File: config.mk
export PLATFORM = sky130hd
export DESIGN_NAME = uart_cal_parser
export DESIGN_NICKNAME = d
export VERILOG_FILES = /design/src/rtl/uart_cal_pkg.sv /design/src/rtl/uart_cal_parser_char_class.sv /design/src/rtl/uart_cal_parser.sv
export SDC_FILE = /design/constraint.sdc
export NUM_CORES = 1
export LEC_CHECK = 0
export ABC_CLOCK_PERIOD_IN_PS = 6100
export CORE_MARGIN = 5
export CORE_UTILIZATION = 30
export CTS_CLUSTER_SIZE = 16
export DETAILED_ROUTE_END_ITERATION = 10
export GPL_ROUTABILITY_DRIVEN = 1
export HOLD_SLACK_MARGIN = 0.05
export PLACE_DENSITY = 0.47
export SLEW_MARGIN = 30
export SYNTH_ARGS = -nofsm -noshare
export SYNTH_HDL_FRONTEND = slang
export SYNTH_SLANG_ARGS = --single-unit
File: constraint.sdc
create_clock -name clk -period 6.1 [get_ports clk]
set_input_delay 1.22 -clock clk [delete_from_list [all_inputs] [get_ports clk]]
set_output_delay 1.22 -clock clk [all_outputs]
set_load 0.02 [all_outputs]
File: src/rtl/uart_cal_pkg.sv
// Shared constants, encodings and character classes for the UART calculator
// command parser.
package uart_cal_pkg;

    localparam logic [7:0] CH_0     = 8'h30;
    localparam logic [7:0] CH_9     = 8'h39;
    localparam logic [7:0] CH_PLUS  = 8'h2B;
    localparam logic [7:0] CH_MINUS = 8'h2D;
    localparam logic [7:0] CH_STAR  = 8'h2A;
    localparam logic [7:0] CH_EQ    = 8'h3D;
    localparam logic [7:0] CH_CR    = 8'h0D;
    localparam logic [7:0] CH_SPACE = 8'h20;
    localparam logic [7:0] CH_C_UP  = 8'h43;
    localparam logic [7:0] CH_C_LO  = 8'h63;
    localparam logic [7:0] CH_ESC   = 8'h1B;

    typedef enum logic {
        S_A,
        S_B
    } state_t;

    typedef enum logic [1:0] {
        OP_ADD = 2'd0,
        OP_SUB = 2'd1,
        OP_MUL = 2'd2
    } op_t;

    typedef enum logic [1:0] {
        ERR_NONE     = 2'd0,
        ERR_BAD_CHAR = 2'd1,
        ERR_SYNTAX   = 2'd2,
        ERR_TOO_LONG = 2'd3
    } err_t;

    typedef enum logic [2:0] {
        CC_DIGIT = 3'd0,
        CC_OP    = 3'd1,
        CC_TERM  = 3'd2,
        CC_SPACE = 3'd3,
        CC_CLEAR = 3'd4,
        CC_BAD   = 3'd5
    } char_class_t;

    // Only meaningful for bytes already classified as CC_OP.
    function automatic op_t op_decode(input logic [7:0] b);
        case (b)
            CH_PLUS:  return OP_ADD;
            CH_MINUS: return OP_SUB;
            default:  return OP_MUL;
        endcase
    endfunction

endpackage

File: src/rtl/uart_cal_parser_char_class.sv
// Combinational byte classifier: maps an ASCII byte to its parser character
// class and, for decimal digits, the 4-bit digit value.
module cal_char_class
    import uart_cal_pkg::*;
(
    input  logic [7:0] byte_in,
    output logic [2:0] cls,
    output logic [3:0] digit
);

    always_comb begin
        cls   = CC_BAD;
        // Low nibble equals byte - 0x30 across the whole '0'..'9' range.
        digit = byte_in[3:0];
        if (byte_in >= CH_0 && byte_in <= CH_9) begin
            cls = CC_DIGIT;
        end else begin
            case (byte_in)
                CH_PLUS, CH_MINUS, CH_STAR: cls = CC_OP;
                CH_EQ, CH_CR:               cls = CC_TERM;
                CH_SPACE:                   cls = CC_SPACE;
                CH_C_UP, CH_C_LO, CH_ESC:   cls = CC_CLEAR;
                default:                    cls = CC_BAD;
            endcase
        end
    end

endmodule

File: src/rtl/uart_cal_parser.sv
// Parses "<A><op><B><term>" from the UART RX byte stream and emits a one-cycle
// result pulse, or an error pulse with a held error code.
module uart_cal_parser
    import uart_cal_pkg::*;
#(
    parameter int MAX_DIGITS = 4,
    parameter int OP_W       = 14,
    parameter int RES_W      = 28
) (
    input  logic                    clk,
    input  logic                    n_rst,
    input  logic [7:0]              rx_data,
    input  logic                    rx_valid,
    output logic signed [RES_W-1:0] result,
    output logic                    res_valid,
    output logic                    err,
    output logic [1:0]              err_code
);

    localparam int CNT_W = $clog2(MAX_DIGITS + 1);
    localparam logic [CNT_W-1:0] CNT_MAX = CNT_W'(MAX_DIGITS);

    state_t                  state, state_nx;
    op_t                     op_q, op_nx;
    logic [OP_W-1:0]         acc_a, acc_a_nx;
    logic [OP_W-1:0]         acc_b, acc_b_nx;
    logic [CNT_W-1:0]        cnt_a, cnt_a_nx;
    logic [CNT_W-1:0]        cnt_b, cnt_b_nx;
    logic signed [RES_W-1:0] result_nx;
    logic                    res_valid_nx;
    logic                    err_nx;
    logic [1:0]              err_code_nx;
    logic                    rx_valid_d;
    logic                    accept;
    logic                    clr;
    logic [2:0]              cls;
    logic [3:0]              digit;
    logic [OP_W-1:0]         acc_sel;
    logic [OP_W-1:0]         acc_shift;

    function automatic logic signed [RES_W-1:0] alu(
        input op_t             o,
        input logic [OP_W-1:0] a,
        input logic [OP_W-1:0] b
    );
        logic signed [RES_W-1:0] ax;
        logic signed [RES_W-1:0] bx;
        ax = $signed({{(RES_W-OP_W){1'b0}}, a});
        bx = $signed({{(RES_W-OP_W){1'b0}}, b});
        case (o)
            OP_ADD:  return ax + bx;
            OP_SUB:  return ax - bx;
            default: return ax * bx;
        endcase
    endfunction

    // One byte per rx_valid rising edge, however long valid is held.
    assign accept = rx_valid & ~rx_valid_d;

    cal_char_class u_char_class (
        .byte_in (rx_data),
        .cls     (cls),
        .digit   (digit)
    );

    assign acc_sel   = (state == S_A) ? acc_a : acc_b;
    assign acc_shift = (acc_sel << 3) + (acc_sel << 1) + {{(OP_W-4){1'b0}}, digit};

    always_comb begin
        state_nx     = state;
        op_nx        = op_q;
        acc_a_nx     = acc_a;
        acc_b_nx     = acc_b;
        cnt_a_nx     = cnt_a;
        cnt_b_nx     = cnt_b;
        result_nx    = result;
        res_valid_nx = 1'b0;
        err_nx       = 1'b0;
        err_code_nx  = err_code;
        clr          = 1'b0;

        if (accept) begin
            case (cls)
                CC_SPACE: ;
                CC_CLEAR: clr = 1'b1;
                CC_DIGIT: begin
                    if (state == S_A) begin
                        if (cnt_a == CNT_MAX) begin
                            err_nx      = 1'b1;
                            err_code_nx = ERR_TOO_LONG;
                            clr         = 1'b1;
                        end else begin
                            acc_a_nx = acc_shift;
                            cnt_a_nx = cnt_a + 1'b1;
                        end
                    end else begin
                        if (cnt_b == CNT_MAX) begin
                            err_nx      = 1'b1;
                            err_code_nx = ERR_TOO_LONG;
                            clr         = 1'b1;
                        end else begin
                            acc_b_nx = acc_shift;
                            cnt_b_nx = cnt_b + 1'b1;
                        end
                    end
                end
                CC_OP: begin
                    if (state == S_A && cnt_a != '0) begin
                        op_nx    = op_decode(rx_data);
                        state_nx = S_B;
                    end else begin
                        err_nx      = 1'b1;
                        err_code_nx = ERR_SYNTAX;
                        clr         = 1'b1;
                    end
                end
                CC_TERM: begin
                    if (state == S_B && cnt_b != '0) begin
                        result_nx    = alu(op_q, acc_a, acc_b);
                        res_valid_nx = 1'b1;
                    end else begin
                        err_nx      = 1'b1;
                        err_code_nx = ERR_SYNTAX;
                    end
                    clr = 1'b1;
                end
                default: begin
                    err_nx      = 1'b1;
                    err_code_nx = ERR_BAD_CHAR;
                    clr         = 1'b1;
                end
            endcase
        end

        // Every expression-ending event returns to an empty S_A.
        if (clr) begin
            state_nx = S_A;
            op_nx    = OP_ADD;
            acc_a_nx = '0;
            acc_b_nx = '0;
            cnt_a_nx = '0;
            cnt_b_nx = '0;
        end
    end

    always_ff @(posedge clk) begin
        if (!n_rst) begin
            state      <= S_A;
            op_q       <= OP_ADD;
            acc_a      <= '0;
            acc_b      <= '0;
            cnt_a      <= '0;
            cnt_b      <= '0;
            result     <= '0;
            res_valid  <= 1'b0;
            err        <= 1'b0;
            err_code   <= ERR_NONE;
            // Held high so a valid already asserted at release is not taken.
            rx_valid_d <= 1'b1;
        end else begin
            state      <= state_nx;
            op_q       <= op_nx;
            acc_a      <= acc_a_nx;
            acc_b      <= acc_b_nx;
            cnt_a      <= cnt_a_nx;
            cnt_b      <= cnt_b_nx;
            result     <= result_nx;
            res_valid  <= res_valid_nx;
            err        <= err_nx;
            err_code   <= err_code_nx;
            rx_valid_d <= rx_valid;
        end
    end

endmodule

### Yosys cells after proc, flatten, opt, wreduce, memory -nomap -nowiden

Cells that the tools add are included.

* $add $sub $neg: 6
* $lt $le $gt $ge: 2
* multiplexer cells: 20
* equal/unequal tests: 20
* $mul: 1
* bitwise gates (word level): 7
* reductions and logical operators: 19

Operator list (count)
* $pmux 28 s2: 1
* $eq 8x6->1 const B: 5
* $mul 14x14->28: 1
* $eq 8x7->1 const B: 2
* $add 14x14->15: 1
* $sub 14x14->15: 1
* $add 14x14->14: 1
* $add 14x4->14: 1
* $mux 13: 1
* $pmux 3 s4: 1
* $mux 2: 5
* $eq 3x3->1 const B: 3
* $reduce_and 3->1: 3
* $eq 8x4->1 const B: 1
* $eq 8x5->1 const B: 1
* $ge 8x6->1 const B: 1
* $le 8x6->1 const B: 1
* $pmux 2 s4: 1
* $reduce_and 4->1: 2
* $mux 1: 7
* $add 3x1->3 const B: 2
* $eq 3x2->1 const B: 2
* $ne 3x3->1 const B: 2
* $not 1->1: 6
* 16 further kinds: 23

* output and inout bits: 32
* input port bits: 11
* logic and storage cells: 86
* bits in registers: 70

### Longest topological paths before layout

* depth after elaboration: 8
* gate-level depth with buffers: 24
* depth with buffers taken out: 22

### By module

From an unflattened synthesis, not the netlist that was laid out.

* cells, all modules: 1446
* area, all modules: 11791.3 um^2

By module, submodules not included
* uart_cal_parser: times used 1, area each 11608.6 um^2, cells each 1419
* cal_char_class: times used 1, area each 182.7 um^2, cells each 27

### Worst setup path before layout

OpenSTA, ideal clock, no wires.

* path kind: reg-to-reg
* from: register acc_a[1]
* to: register result[27]
* path buffers: 2
* setup time: 67 ps
* arrival: 5879 ps
* data required time: 6033 ps
* setup slack: 154 ps
* stages on the path, launching flop included: 22
* cells stage by stage: dfxtp_1 -> clkbuf_1 -> nand2_1 -> fa_1 -> fa_1 -> inv_1 -> fa_1 -> fa_1 -> fa_1 -> inv_1 -> fa_1 -> inv_1 -> ha_1 -> clkbuf_1 -> nand3_1 -> nor4_1 -> nand3_1 -> a31oi_1 -> o21ai_1 -> o21ai_0 -> mux2_2 -> o21ai_2

* cells in the longest elaborated chain, start to end: 2

Ends and longest elaborated chain
* start, declared: RTL line uart_cal_parser.sv:25 `logic [OP_W-1:0] acc_a, acc_a_nx;`
* start signal, assigned: RTL line uart_cal_parser.sv:163 `acc_a <= acc_a_nx;`
* $mul 14x14->28 or $sub 14x14->15 (tied branches): RTL line uart_cal_parser.sv:53, uart_cal_parser.sv:52
* $pmux 28 s2 (*): RTL line uart_cal_parser.sv:50 `case (o)`
* end signal, assigned: RTL line uart_cal_parser.sv:167 `result <= result_nx;`
* end, declared: RTL line uart_cal_parser.sv:14 `output logic signed [RES_W-1:0] result,`

Every way passes the cells marked *; elsewhere a longest branch is shown, timed or not.
A chain may end at the register's enable or synchronous reset.

### Final worst setup path

* from: register acc_a[6]
* to: register result[27]

The elaborated chain is that of the path after synthesis.

==> impl_results.md <==
- Gate power share: 0.044
- Final Hold Slack: 0.4750 ns
- Die Ht: 207.9 um
- Power Dens Cells: 79.21 nW/um2
- Antenna Cells: 0
- Avg Synthesized Cell Area: 8.433 um2
- Status: finished, final reports clean
- Relative slew slack: 0.4675
- CTS Sinks: 70
- DP HPWL: 28,460 um
- Max Slew Vio Count: 0
- Die width: 207.9 um
- Core area: 38,740 um2
- Die ar.: 43,220 um2
- Grt met3 use: 0.01708
- Top cells by area, synth: fa_1 25%, ha_1 16%, dfxtp_1 12%, inv_1 6.5%, nand2_1 6.3%
- Mapped Area: 11,750 um2
- Overflow after GRT: 0
- CTS Hold Bufs: 0
- Bufs on Longest Clock Path: 2
- Pint: 0.8044 mW
- Sw frac: 0.2538
- Clock network fraction of design power: 0.531
- Initial Utilization: 0.3033
- FF+latch count, synth: 70
- Number of routed nets with antenna violations: 0
- IO Count: 43
- Crit Path Class: reg2reg
- Mapped Cells: 1,393
- Global routing usage on met1: 0.2231
- Global-route wire length before repair: 56,960 um
- Max capacitance violation total: 0
- Post-Synth Simple-Gate Area: 0.1791
- Routed WL: 34,730 um
- Worst setup EP type: register
- Root Buffer Master: clkbuf_16
- Worst endpoint data arrival time: 6.11 ns
- Synth top area share: 0.2471
- Area growth syn-to-layout: 15.85%
- EDFF count, synth: 0
- DR DRC count: 0
- Net Sw Power: 0.2736 mW
- Total power: 1.078 mW
- Adder-cell share of the synthesized area: 0.4026
- Final period utilization: 0.9554
- Multiplexer area fraction after synthesis: 0.01491
- Worst-path clk slew: 0.07 ns
- WL/cell: 17.52 um
- Final hold vios: 0
- CTS Buf Count: 9
- Final TNS setup: 0 ns
- IO Port Bufs: 42
- Post-layout min period: 5.828 ns
- RD Place Congestion: 0.8608
- DR vias: 9,580
- Top cells by count, synth: 203 x inv_1, 197 x nand2_1, 146 x ha_1
- First-iteration detailed-routing DRC count: 448
- Worst-path fanout max: 5
- Layout Nets: 1,761
- Compound-Gate Fraction of Synth Area: 0.1572
- Syn_nets: 1,695
- Synth warnings: 0
- Synth area leader: fa_1
- Fin worst setup slack: 0.2722 ns
- Distinct cells, synth: 77
- Clk_lat worst skew: 0.36 ns
- Largest net degree at the start of global routing: 38
- GR met2 Demand/Resource: 0.2867
- Tot GR Track Use: 0.1638
- Vias in the first global route: 10,200
- Top-count cell post-synth: inv_1
- Sequential area share after synthesis: 0.1193
- LEAKAGE: 6.448 nW
- Share of flip-flops with an asynchronous set or reset: 0
- Worst slew pin tran: 0.7976 ns
- Gr busiest metal: met2
- Vias/cell: 4.834
- # setup viols final: 0
- Largest family of logic cells by synthesized area: adder cells
- Area after DPL: 13,140 um2
- Initial antenna violation count: 0
- Post-Synth XOR/XNOR Area: 0.03579
- Floorplan row count: 72
- VDD IR max: 108.7 uV
- Worst hold path type: reg2reg
- TritonRoute pass-1 iters: 6
- Top_reg_cell synth: dfxtp_1
- Design area: 13,610 um2
- Fill cell count: 4,115
- WP data required: 6.38 ns
- Startpoint Class: register
- Share of cells above drive strength 1: 0.1291
- Worst slack at placement: -0.005771 ns
- H-Tree Depth: 3
- CTS tree: done
- Fmax: 171.6 MHz
- Clock skew: 0.01531 ns
- Sequential share of power: 0.425
## sequential cells by signal (all words and copies together), names as in the netlist
name and count:
err_code 2, rx_valid_d 1, cnt_a 3, err 1, acc_b 14, cnt_b 3, state 1, acc_a 14
op_q 2, res_valid 1, result 28
## cells in the final DEF (no fill, tap or decap), drive strengths merged, types with 9 or more instances in the layout
cell / count
dfxtp: 70
nand3: 17
a21oi: 89
clkdlybuf4s50: 42
nand2: 198
a31oi: 13
xnor2: 33
or3: 11
xor2: 15
nor2: 49
o21a: 9
nor2b: 15
nand2b: 14
buf: 82
a21o: 16
ha: 146
inv: 204
nor3: 14
o211ai: 14
a211oi: 13
mux2: 12
clkbuf: 10
o21ai: 59
and2: 83
fa: 145
## through the flow
stage               utilization  instances
global placement         0.3391       1964
CTS                      0.3474       1981
finish                   0.3513       1982
global route             0.3513       1982
detailed placement       0.3393       1965
floorplan                     -       1393
## area by class of cell
class	count	area, um2	area share
clock buffers	10	239.0	0.01756
inverters	203	762.0	0.05599
clock inverters	6	68.82	0.005057
repair buffers	124	1065	0.07824
flip-flops and latches	70	1416	0.1041
well taps	518	648.1	0.04762
multi-input cells	1051	9410	0.6915
## per-layer routing
layer	vias up	routed length [um]
met5	-	0
met4	0	441
met3	26	891
met2	128	16930
met1	4730	16470
li1	4696	-
## timing repair
item,4_1_cts,5_1_grt
setup endpoints to repair,1,15
pin swaps,1,23
gates resized for setup,2,40
setup buffers,0,1
## logic make-up (layout without fill, tap and decap cells)
kind of cell / after synthesis / after routing
compound gates: 270 / 270
simple gates: 426 / 426
fa+ha+maj: 291 / 291
buf+inv: 272 / 343
mux: 16 / 16
flops: 70 / 70
xor+xnor: 48 / 48
## worst paths after layout
kind	startpoint	end	slack, ns	cells after the start
min reg2reg	err_code[0]	err_code[0]	0.47	2
min	err_code[0]	err_code[0]	0.47	2
max	acc_a[6]	result[27]	0.27	21
max reg2reg	acc_a[6]	result[27]	0.27	21
## power by group through the flow
stage | Combinational (mW) | Sequential, mW | Clock (mW)
after floorplan | 0.0308 | 0.470 | 0
after global placement | 0.0473 | 0.469 | 0
after detailed placement | 0.0472 | 0.469 | 0
after CTS | 0.0472 | 0.458 | 0.591
after global routing | 0.0502 | 0.458 | 0.605
final | 0.0471 | 0.458 | 0.573
## critical path, cell delays in order (launching register included)
cell	delay, ns
dfxtp_2	0.33
buf_4	0.14
and2_1	0.15
fa_1	0.53
inv_1	0.06
fa_1	0.52
inv_1	0.05
fa_1	0.48
fa_1	0.52
fa_1	0.55
inv_1	0.06
fa_1	0.53
inv_1	0.06
ha_4	0.29
nand3_1	0.13
nor4_2	0.32
nand3_2	0.17
a31oi_4	0.24
o21ai_2	0.10
o21ai_2	0.12
mux2_2	0.35
o21ai_2	0.05
(Power assumes the default switching activity.)
==> edit 1, RTL diff (config.mk and constraints unchanged) <==
Make the reset (`n_rst`) asynchronous in one clocked block.
--- a/src/rtl/uart_cal_parser.sv
+++ b/src/rtl/uart_cal_parser.sv
@@ -145,3 +145,3 @@
 
-    always_ff @(posedge clk) begin
+    always_ff @(posedge clk or negedge n_rst) begin
         if (!n_rst) begin
Function: differs if n_rst is asserted again (counterexample within 4 cycles, from zero or initial values and one cycle with n_rst low); with n_rst held inactive, the same outputs for 10 cycles.
==> edit 1 against the unedited design <==
Cell area rose by 2.5%. Clock skew shrank 0.0011 ns. Area after synthesis fell by 0.23%. Non-clock buffer count up 19. Setup slack worse by 0.19 ns. Hold slack got worse by 0.00056 ns. Wire length down 8.1%. Cell count down 0.81%. Global-route usage is 1.5 points lower. Sequential cell count unchanged. Utilization increased by 0.95 points. Critical path type unchanged.
Power is not compared: it rests on default switching activity, and its combinational part moved more than twofold at a synthesized area within 25%.
==> edit 1: results <==
status:
  status: "finished, final reports clean"
timing:
  clock_skew_ns: 0.0142
  slew_headroom: 0.384
  whs_ns: 0.474
  report.final.slew_viol_count: 0
cts:
  clk_pin_slew_ns: 0.07
  ctsRootBufferMaster: "clkbuf_16"
  cts.path.max_buffers: 2
placed_design:
  globalplace.congestion: 0.840
  post-place-cells: 1939
  number_of_buffer_cells_added_on_primary_ports: 42
  post_dp_cell_area_um2: 13200
  pre_cts_ws_ns: -0.117
  hpwlAfterDp_um: 26800
synth:
  post_synth_top_flop: "dfrtp_1"
  synthesis.nets: 1645
  synth_top_cells_by_area: "fa_1 (25%), ha_1 (16%), dfrtp_1 (15%)"
  synth.top_cells.by_count: "inv_1 (208), nand2_1 (170), ha_1 (146), fa_1 (145), and2_1 (84)"
  synthDistinctLibCells: 78
  async_reset_ff_frac: 1.00
  share_of_synthesized_area_occupied_by_flip_flops_and_latches: 0.150
  post_synthesis_cells: 1343
worst_setup_path:
  rr_endpoint: "result[26]$_DFFE_PN0P_"
  reg2reg_slack_ns: 0.08
  timing.critical_path.fanout_max: 6
  critical_path.reg2reg.startpoint: "acc_b[4]$_DFFE_PN0P_"
  worst_ep_arrival_time_ns: 6.31
cells_and_area:
  fill_cells: 3988
  stdcell_count: 1966
  final_layout_net_count: 1745
  layout-drive-gt1-share: 0.145
  finish.utilization: 0.361
hold_path:
  worst_hold_path_ep: "result[7]$_DFFE_PN0P_"
  hold_start: "result[7]$_DFFE_PN0P_"
global_routing:
  grt_pass1_vias: 9506
  grt_pass1_wl_um: 51900
  antenna_found_initial: 0
  maximum_number_of_pins_on_one_net_before_global_route_repair: 49
  global_route.usage.total: 0.149
detailed_routing:
  drtIter0Drc: 437
  postRouteWirelength_um: 31900
  route.detailed.vias_per_inst: 4.73
  drt-pass1-iter-count: 5
[edit 1: metal layers]
metal / vias to the layer above / global-route usage / wire (µm)
met1: 4601 / 0.205 / 15400
li1: 4569 / - / -
met5: - / 0 / 0
met3: 26 / 0.0219 / 762
met4: 0 / 0.0365 / 585
met2: 106 / 0.246 / 15200
[edit 1: cell families (layout without fill, tap and decap cells)]
group                    count (synthesis)  count (layout)  synth area share
AO/OA/AOI/OAI                          224             224             0.128
flip-flops                              70              70             0.150
XOR/XNOR                                47              47            0.0351
adder cells (fa/ha/maj)                291             291             0.404
buffers and inverters                  263             368            0.0868
AND/OR/NAND/NOR                        425             425             0.176
multiplexers                            23              23            0.0210
[edit 1: area by class of cell]
type / instances / area share
clock inverter: 7 / 0.00574
multi-input combinational: 1010 / 0.662
tap: 518 / 0.0465
sequential: 70 / 0.127
inverter: 209 / 0.0563
timing repair buffer: 143 / 0.0870
clock buffer: 9 / 0.0162
[edit 1: power breakdown]
part	internal [W]	total, W	switching [W]
Sequential	0.000498	0.000553	0.0000551
Combinational	0.000431	0.00102	0.000588
Clock	0.000320	0.000546	0.000225
[edit 1: per-stage QoR]
step / setup TNS, ns / power (W)
after floorplan: 0 / 0.00121
after global placement: -0.0620 / 0.00155
after detailed placement: -0.306 / 0.00156
after CTS: -0.0182 / 0.00213
after global routing: -0.605 / 0.00228
final: 0 / 0.00212
[edit 1: how the worst max path moves through the flow]
stage	startpoint	slack, ns	cells past startpoint	endpoint
floorplan	acc_a[9]$_DFFE_PN0P_	0.007	21	result[21]$_DFFE_PN0P_
global placement	acc_b[4]$_DFFE_PN0P_	-0.03	20	result[21]$_DFFE_PN0P_
detailed placement	acc_b[4]$_DFFE_PN0P_	-0.12	21	result[25]$_DFFE_PN0P_
CTS	acc_b[4]$_DFFE_PN0P_	-0.01	21	result[26]$_DFFE_PN0P_
global route	acc_b[3]$_DFFE_PN0P_	-0.14	23	result[26]$_DFFE_PN0P_
finish	acc_b[4]$_DFFE_PN0P_	0.08	21	result[26]$_DFFE_PN0P_
[edit 1: timing repair]
| item | in CTS | in global routing |
|---|---|---|
| pin swaps | 27 | 59 |
| endpoints found under the setup margin | 6 | 15 |
| buffers inserted | 4 | 7 |
| resized for setup | 17 | 59 |
[edit 1: worst max-delay path: stages (launching register included)]
cell and delay (ns):
dfrtp_2 0.45, and2_4 0.16, fa_1 0.53, inv_1 0.05
fa_1 0.52, inv_2 0.04, fa_1 0.52, fa_2 0.44
fa_1 0.52, inv_1 0.06, fa_1 0.52, inv_2 0.05
ha_4 0.27, buf_6 0.10, and3_1 0.14, o211ai_1 0.11
o21a_1 0.24, a211o_1 0.33, a21oi_2 0.20, a311oi_2 0.12
or4b_1 0.51, nand3_1 0.07
==> edit 2, RTL diff (same flow settings) <==
Without the edit above. The parameter `RES_W` goes from 28 to 56.
--- a/src/rtl/uart_cal_parser.sv
+++ b/src/rtl/uart_cal_parser.sv
@@ -7,3 +7,3 @@
     parameter int OP_W       = 14,
-    parameter int RES_W      = 28
+    parameter int RES_W      = 56
 ) (
Ports: changed (resized result); port bits go from 43 to 71. The function was not compared with the original's and may differ.
==> edit 2 against the unedited design <==
Area after synthesis down 1.0%. Via count increased by 0.52%. Clock skew decreased by 0.0049 ns. Count of clock-buffer cells in the layout decreased by 1. Wire length shrank 1.3%. Setup slack got worse by 0.13 ns. Maximum frequency shrank 2.2%. Sequential cell count grew 1. Sequential share of layout area up 0.092 points. Cell area rose by 1.0%. Power grew 2.3%. Combinational power fell by 10%. Critical endpoint is now result[26]$_SDFFE_PN0P_. Largest power group unchanged.
==> edit 2: results <==
status:
  status: "finished, final reports clean"
power_and_ir_drop:
  vdd_ir_drop_max_v: 0.000122
  internal-power_w: 0.000839
  pleak_nw: 6.66
  power_frac_seq: 0.421
placed_design:
  globalplace.congestion: 0.847
  post-place-cells: 1997
synth:
  synthDistinctLibCells: 70
  synthesis.nets: 1711
cells_and_area:
  layout-drive-gt1-share: 0.116
  final_layout_net_count: 1794
  layout_top_registers: "result (29), acc_a (14), acc_b (14)"
  fill_cells: 4033
hold_path:
  worst_hold_path_ep: "result[1]$_SDFFE_PN0P_"
global_routing:
  grt_pass1_vias: 9694
  maximum_number_of_pins_on_one_net_before_global_route_repair: 44
detailed_routing:
  postRouteWirelength_um: 34300
  drtIter0Drc: 467
  route.detailed.vias_per_inst: 4.78
  drt-pass1-iter-count: 5
worst_setup_path:
  rr_endpoint: "result[26]$_SDFFE_PN0P_"
  endpoint: "result[26]$_SDFFE_PN0P_"
timing:
  clock_skew_ns: 0.0105
  transition_time_of_the_tightest_slew_check_pin_ns: 0.905
  setup_ws_ns: 0.143
==> edit 2: worst reg2reg max path, delay by kind of cell (launching register included) <==
kind	cells	cell delay [ns]
adder cells (fa/ha/maj)	7	3.17
buffers and inverters	6	0.27
flip-flops	1	0.36
XOR/XNOR	1	0.16
AND/OR/NAND/NOR	3	0.75
AO/OA/AOI/OAI	5	1.12
==> edit 2: metal layers <==
metal | routed length, µm | part of all wire | global-route usage
met1 | 16300 | 0.48 | 0.234
met2 | 15900 | 0.46 | 0.256
met3 | 1220 | 0.036 | 0.0145
met4 | 916 | 0.027 | 0.0517
met5 | 0 | 0 | 0
==> edit 2: layout make-up <==
type | count | area share
clock inverter | 7 | 0.00691
clock buffer | 9 | 0.0164
timing repair buffer | 163 | 0.103
sequential | 71 | 0.105
multi-input combinational | 1042 | 0.666
tap | 518 | 0.0471
inverter | 205 | 0.0560
